## src/rtl/tile_map_arbiter.sv

```systemverilog
// tile_map_arbiter
// Shares one single-port tile-map RAM between the VGA tile fetcher and N_REQ
// game-logic movers. One access is issued per cycle: video normally wins,
// movers rotate round-robin, and a starvation counter steals one video slot
// after STARVE_LIM consecutive video wins while a mover is waiting.
// Pipeline: decide (T) -> issue on mem_* (T+1) -> read return (T+2).
module tile_map_arbiter #(
  parameter int N_REQ      = 4,
  parameter int ADDR_W     = 11,
  parameter int DATA_W     = 4,
  parameter int DEPTH      = 1200,
  parameter int STARVE_LIM = 8
) (
  input  logic                       clk,
  input  logic                       reset,      // asynchronous, active-low
  input  logic                       vid_req,
  input  logic [ADDR_W-1:0]          vid_addr,
  output logic [DATA_W-1:0]          vid_data,
  output logic                       vid_valid,
  output logic                       vid_stall,
  input  logic [N_REQ-1:0]           req,
  input  logic [N_REQ-1:0]           req_we,
  input  logic [N_REQ*ADDR_W-1:0]    req_addr,
  input  logic [N_REQ*DATA_W-1:0]    req_wdata,
  output logic [N_REQ-1:0]           gnt,
  output logic [DATA_W-1:0]          rdata,
  output logic [N_REQ-1:0]           rvalid,
  output logic                       err_oob,
  output logic [ADDR_W-1:0]          mem_addr,
  output logic                       mem_we,
  output logic [DATA_W-1:0]          mem_wdata,
  input  logic [DATA_W-1:0]          mem_rdata
);

  localparam int                PTR_W     = (N_REQ > 1) ? $clog2(N_REQ) : 1;
  localparam logic [31:0]       DEPTH_U   = 32'(DEPTH);
  localparam logic [7:0]        STARVE_C  = 8'(STARVE_LIM);
  localparam logic [DATA_W-1:0] WALL_CODE = DATA_W'(1);

  // Unpacked views of the packed mover buses
  logic [ADDR_W-1:0] addr_arr  [N_REQ];
  logic [DATA_W-1:0] wdata_arr [N_REQ];

  generate
    for (genvar gi = 0; gi < N_REQ; gi++) begin : g_unpack
      assign addr_arr[gi]  = req_addr[gi*ADDR_W +: ADDR_W];
      assign wdata_arr[gi] = req_wdata[gi*DATA_W +: DATA_W];
    end
  endgenerate

  // Registered state: issue-cycle outputs, arbitration state, return tags
  logic [ADDR_W-1:0] mem_addr_q,  mem_addr_d;
  logic              mem_we_q,    mem_we_d;
  logic [DATA_W-1:0] mem_wdata_q, mem_wdata_d;
  logic [N_REQ-1:0]  gnt_q,       gnt_d;
  logic              vid_stall_q, vid_stall_d;
  logic              err_oob_q,   err_oob_d;
  logic [PTR_W-1:0]  ptr_q,       ptr_d;
  logic [7:0]        starve_q,    starve_d;
  // Issue-stage tags: which client's read is on mem_* this cycle
  logic              iss_vid_q,   iss_vid_d;
  logic [N_REQ-1:0]  iss_mov_q,   iss_mov_d;
  logic              iss_oob_q,   iss_oob_d;
  // Return-stage tags: which client owns mem_rdata this cycle
  logic              ret_vid_q,   ret_vid_d;
  logic [N_REQ-1:0]  ret_mov_q,   ret_mov_d;
  logic              ret_oob_q,   ret_oob_d;

  // Decision-stage signals
  logic [N_REQ-1:0]  req_live;
  logic              mov_pend;
  logic              vid_win;
  logic              mov_hit;
  logic              mov_win;
  logic [PTR_W-1:0]  mov_idx;
  logic [ADDR_W-1:0] mov_addr;
  logic              mov_we;
  logic [DATA_W-1:0] mov_wdata;
  logic              vid_oob;
  logic              mov_oob;

  // Pick this cycle's winner; a mover being granted right now is not re-eligible
  always_comb begin
    req_live = req & ~gnt_q;
    mov_pend = |req_live;
    // Video only yields when the guard has tripped and a mover is actually waiting
    vid_win  = vid_req && ((starve_q < STARVE_C) || !mov_pend);
    mov_hit  = 1'b0;
    mov_idx  = ptr_q;
    for (int k = 1; k <= N_REQ; k++) begin
      if (!mov_hit && req_live[(int'(ptr_q) + k) % N_REQ]) begin
        mov_hit = 1'b1;
        mov_idx = PTR_W'((int'(ptr_q) + k) % N_REQ);
      end
    end
    mov_win   = !vid_win && mov_hit;
    mov_addr  = addr_arr[mov_idx];
    mov_we    = req_we[mov_idx];
    mov_wdata = wdata_arr[mov_idx];
    vid_oob   = ({{(32-ADDR_W){1'b0}}, vid_addr} >= DEPTH_U);
    mov_oob   = ({{(32-ADDR_W){1'b0}}, mov_addr} >= DEPTH_U);
  end

  // Next-state: issue registers, RR pointer, starvation counter, tag pipeline
  always_comb begin
    mem_addr_d  = mem_addr_q;     // address holds across idle cycles
    mem_we_d    = 1'b0;
    mem_wdata_d = mem_wdata_q;
    gnt_d       = '0;
    vid_stall_d = 1'b0;
    err_oob_d   = 1'b0;
    ptr_d       = ptr_q;
    starve_d    = starve_q;
    iss_vid_d   = 1'b0;
    iss_mov_d   = '0;
    iss_oob_d   = 1'b0;
    ret_vid_d   = iss_vid_q;
    ret_mov_d   = iss_mov_q;
    ret_oob_d   = iss_oob_q;

    if (vid_win) begin
      mem_addr_d = vid_addr;
      err_oob_d  = vid_oob;
      iss_vid_d  = 1'b1;
      iss_oob_d  = vid_oob;
      // vid_win with a waiting mover implies starve_q < STARVE_C, so no overflow
      if (mov_pend) begin
        starve_d = starve_q + 8'd1;
      end
    end else if (mov_win) begin
      mem_addr_d     = mov_addr;
      mem_we_d       = mov_we && !mov_oob;   // out-of-range writes never reach the RAM
      mem_wdata_d    = mov_wdata;
      gnt_d[mov_idx] = 1'b1;
      ptr_d          = mov_idx;
      starve_d       = '0;
      vid_stall_d    = vid_req;              // video request lost to the guard
      err_oob_d      = mov_oob;
      if (!mov_we) begin
        iss_mov_d[mov_idx] = 1'b1;
        iss_oob_d          = mov_oob;
      end
    end
  end

  // State register; reset discards any in-flight return
  always_ff @(posedge clk or negedge reset) begin
    if (!reset) begin
      mem_addr_q  <= '0;
      mem_we_q    <= 1'b0;
      mem_wdata_q <= '0;
      gnt_q       <= '0;
      vid_stall_q <= 1'b0;
      err_oob_q   <= 1'b0;
      ptr_q       <= PTR_W'(N_REQ - 1);  // req[0] wins the first mover decision
      starve_q    <= '0;
      iss_vid_q   <= 1'b0;
      iss_mov_q   <= '0;
      iss_oob_q   <= 1'b0;
      ret_vid_q   <= 1'b0;
      ret_mov_q   <= '0;
      ret_oob_q   <= 1'b0;
    end else begin
      mem_addr_q  <= mem_addr_d;
      mem_we_q    <= mem_we_d;
      mem_wdata_q <= mem_wdata_d;
      gnt_q       <= gnt_d;
      vid_stall_q <= vid_stall_d;
      err_oob_q   <= err_oob_d;
      ptr_q       <= ptr_d;
      starve_q    <= starve_d;
      iss_vid_q   <= iss_vid_d;
      iss_mov_q   <= iss_mov_d;
      iss_oob_q   <= iss_oob_d;
      ret_vid_q   <= ret_vid_d;
      ret_mov_q   <= ret_mov_d;
      ret_oob_q   <= ret_oob_d;
    end
  end

  // Output drive; return data is gated so the buses stay 0 without a pulse
  always_comb begin
    mem_addr  = mem_addr_q;
    mem_we    = mem_we_q;
    mem_wdata = mem_wdata_q;
    gnt       = gnt_q;
    vid_stall = vid_stall_q;
    err_oob   = err_oob_q;
    vid_valid = ret_vid_q;
    rvalid    = ret_mov_q;
    vid_data  = '0;
    rdata     = '0;
    if (ret_vid_q) begin
      vid_data = ret_oob_q ? WALL_CODE : mem_rdata;
    end
    if (|ret_mov_q) begin
      rdata = ret_oob_q ? WALL_CODE : mem_rdata;
    end
  end

endmodule

```

## config.mk

```make
export PLATFORM = sky130hd
export DESIGN_NAME = tile_map_arbiter
export DESIGN_NICKNAME = d
export VERILOG_FILES = /design/src/rtl/tile_map_arbiter.sv
export SDC_FILE = /design/constraint.sdc
export NUM_CORES = 1
export LEC_CHECK = 0
export BUFFER_PORTS_ARGS = -buffer_cell sky130_fd_sc_hd__buf_2
export CAP_MARGIN = 20
export CORE_ASPECT_RATIO = 1.4
export CORE_UTILIZATION = 46
export CTS_CLUSTER_DIAMETER = 50
export CTS_CLUSTER_SIZE = 25
export DETAILED_ROUTE_END_ITERATION = 8
export MAX_ROUTING_LAYER = met4
export PLACE_DENSITY = 0.81
export SYNTH_ARGS = -nofsm -noshare
export SYNTH_HDL_FRONTEND = slang
export SYNTH_SLANG_ARGS = --single-unit
```

## constraint.sdc

```tcl
create_clock -name clk -period 2.5 [get_ports clk]
set_input_delay 0.5 -clock clk [delete_from_list [all_inputs] [get_ports clk]]
set_output_delay 0.5 -clock clk [all_outputs]
set_load 0.02 [all_outputs]
```

==> flow_metrics.env <==
export IMPL_clock_latency_ns=0.30
export IMPL_cp_max_fo=21
export IMPL_wire_per_inst_um=13.94
export IMPL_cts_sinks=44
export IMPL_cts_hold_buf=0
export IMPL_status="completed"
export IMPL_fin_setup_tns_ns=0
export IMPL_setup_viol=0
export IMPL_chipWidth_um=62.84
export IMPL_p_leak_nw=1.707
export IMPL_finalCriticalPeriod_ns=2.345
export IMPL_dp_final_hpwl_um=4883
export IMPL_period_share_pct=93.81
export IMPL_grt_antenna_before_repair=0
export IMPL_grt_pass1_vias=2301
export IMPL_synth_edf_count=0
export IMPL_area_growth_pct=35.54
export IMPL_syn_num_nets=336
export IMPL_hold_path_class="in -> async"
export IMPL_intPower_mw=2.153
export IMPL_routed_wl_um=6106
export IMPL_pwr_share_clk_pct=14.8
export IMPL_vias=2344
export IMPL_core_area_um2=4917
export IMPL_syn_area_um2=2384
export IMPL_clk_pin_slew_worst_paths_ns=0.09
export IMPL_startpoint_type="register"
export IMPL_cts_buffers=5
export IMPL_seq_power_share_pct=29.0
export IMPL_htree_levels=2
export IMPL_dieHeight_um=87.17
export IMPL_synth_top_area_share_pct=44.09
export IMPL_dp_cells=429
export IMPL_ys_flop_type="dfrtp_1"
export IMPL_critical_path_class="reg -> reg"
export IMPL_combinationalPowerShare_pct=56.2
export IMPL_layout_drive_gt1_share_pct=40.11
export IMPL_synth_area_per_cell_um2=9.572
export IMPL_yosysWarnings=0
export IMPL_place_congestion=0.8301
export IMPL_diodes=0
export IMPL_final_nets=460
export IMPL_postRouteAntennaNets=0
export IMPL_timing_slew_headroom_pct=45.84
export IMPL_postCtsSetupRepairBufs=0
export IMPL_synth_seq_area_share_pct=46.30
export IMPL_cts_max_path_buffers=2
export IMPL_drtIter0Drc=72
export IMPL_worst_slew_pin_slew_ns=0.8124
export IMPL_cts_root_buffer="clkbuf_8"
export IMPL_postCtsResizedCells=0
export IMPL_io_pin_count=121
export IMPL_synthTopCellsByArea="dfrtp_1, mux2i_1, nand2_1, nor2_1, o21ai_0"
export IMPL_vias_per_cell=5.352
export IMPL_worstPathRequired_ns=2.71
export IMPL_fmax_mhz=426.4
export IMPL_grt_pass1_wl_um=9942
export IMPL_power_density_nw_per_um2=1148
export IMPL_synthCells=249
export IMPL_yosysMostFrequentCell="dfrtp_1"
export IMPL_firstDrtPassIters=4
export IMPL_max_cap_violations=0
export IMPL_ys_ff_latch=44
export IMPL_switching_share_pct=41.96
export IMPL_fin_hold_ws_ns=0.1820
export IMPL_drc=0
export IMPL_yosysTopAreaCell="dfrtp_1"
export IMPL_end_kind="register"
export IMPL_num_rows=30
export IMPL_cts_tree="done"
export IMPL_rsz0062_at_grt="no"
export IMPL_cp_arrival_ns=2.56
export IMPL_ys_top_cells_by_count="dfrtp_1, nand2_1, mux2i_1"
export IMPL_grt_overflow_total=0
export IMPL_slew_violations=0
export IMPL_start_util_pct=48.47
export IMPL_finalHoldViolCount=0
export IMPL_synth_distinct_cells=39
export IMPL_final_cells=438
export IMPL_p_switching_mw=1.556
export IMPL_track_usage_pct=24.44
export IMPL_ir_drop_mv=0.6908
export IMPL_synth_async_reset_ratio_pct=100.0
export IMPL_grt_max_degree=43
export IMPL_die_area_um2=5477
export IMPL_fin_skew_ns=0.006839
export IMPL_io_buffers=120
==> sequential cells by signal, indices dropped and copies added, names as in the netlist <==
name,flops
mem_addr,11
starve_q,8
gnt,4
iss_mov_q,4
mem_wdata,4
rvalid,4
ptr_q,2
err_oob,1
iss_oob_q,1
iss_vid_q,1
mem_we,1
ret_oob_q,1
vid_stall,1
vid_valid,1
==> through the flow <==
stage	utilization (%)	power [mW]	setup WS [ns]	area, µm²
floorplan	-	2.556	0.2309	2384
global placement	62.82	3.061	0.1449	3089
detailed placement	62.82	3.111	0.07127	3089
CTS	65.19	3.659	0.1656	3206
global route	65.70	3.958	0.01727	3231
finish	65.70	3.709	0.1547	3231
==> per-layer routing <==
metal	track usage (%)	share of wire, %	vias to the layer above
met1	26.02	38	1103
met3	4.843	6.3	11
li1	-	-	1130
met5	-	0	-
met2	44.57	54	100
met4	9.091	2.1	0
==> power groups by stage <==
stage               Clock (mW)  Sequential, mW  Combinational [mW]
floorplan                    0            1.26                1.29
global placement             0            1.09                1.97
detailed placement           0            1.09                2.02
CTS                      0.557            1.08                2.03
global route             0.579            1.10                2.28
finish                   0.550            1.08                2.08
==> cell usage in the layout, fill, tap and decap left out, types with 2 or more instances in the layout <==
master and n:
and3_1 2, dfrtp_1 42, buf_12 2, and2_1 3
a41oi_1 2, nor2_1 26, nor3b_1 3, mux2i_1 27
inv_1 3, nand2b_1 4, buf_2 120, nor3_1 3
and3b_1 3, clkbuf_8 5, o21ai_0 17, a211oi_1 8
a31oi_1 8, a21oi_1 13, mux2_2 6, nand2_1 35
clkinv_4 2, o31ai_1 2, nor2b_1 9, dfstp_2 2
buf_4 8
==> cell families (layout without fill, tap and decap cells) <==
kind of cell             count (synthesis)  in the layout  share of synthesized area [%]
buffers and inverters                   17            142                          3.779
adder cells (fa/ha/maj)                  1              1                         0.5249
flip-flops                              44             44                          46.30
AO/OA/AOI/OAI                           60             60                          16.22
AND/OR/NAND/NOR                         93             93                          18.53
multiplexers                            34             34                          14.65
==> worst max-delay path: stages (launching register included) <==
cell and delay (ns):
dfrtp_1 0.38, nand2b_1 0.19, o2bb2ai_1 0.18, a211oi_4 0.38
buf_12 0.23, mux2_1 0.34, nand2_1 0.06, o21ai_0 0.18
o31ai_2 0.31
==> area by class of cell <==
cell class,instances,area (µm²)
Sequential cell,44,1104
Inverter,3,11.26
Multi-Input combinational cell,188,1194
Tap cell,64,80.08
Fill cell,438,1687
Clock inverter,3,47.55
Clock buffer,5,68.82
Timing Repair Buffer,131,725.7
==> worst paths after layout <==
| path | slack [ns] | start | end | cells after the start |
|---|---|---|---|---|
| max | 0.15 | gnt[2] | iss_oob_q | 8 |
| min in group clk | 0.35 | iss_mov_q[0] | rvalid[0] | 0 |
| min | 0.18 | reset | gnt[1] | 1 |
| min reg2reg | 0.35 | iss_mov_q[0] | rvalid[0] | 0 |
| max reg2reg | 0.15 | gnt[2] | iss_oob_q | 8 |
| max in group asynchronous | 1.71 | reset | ptr_q[0] | 2 |
No activity file was read; power rests on OpenSTA's default activity.
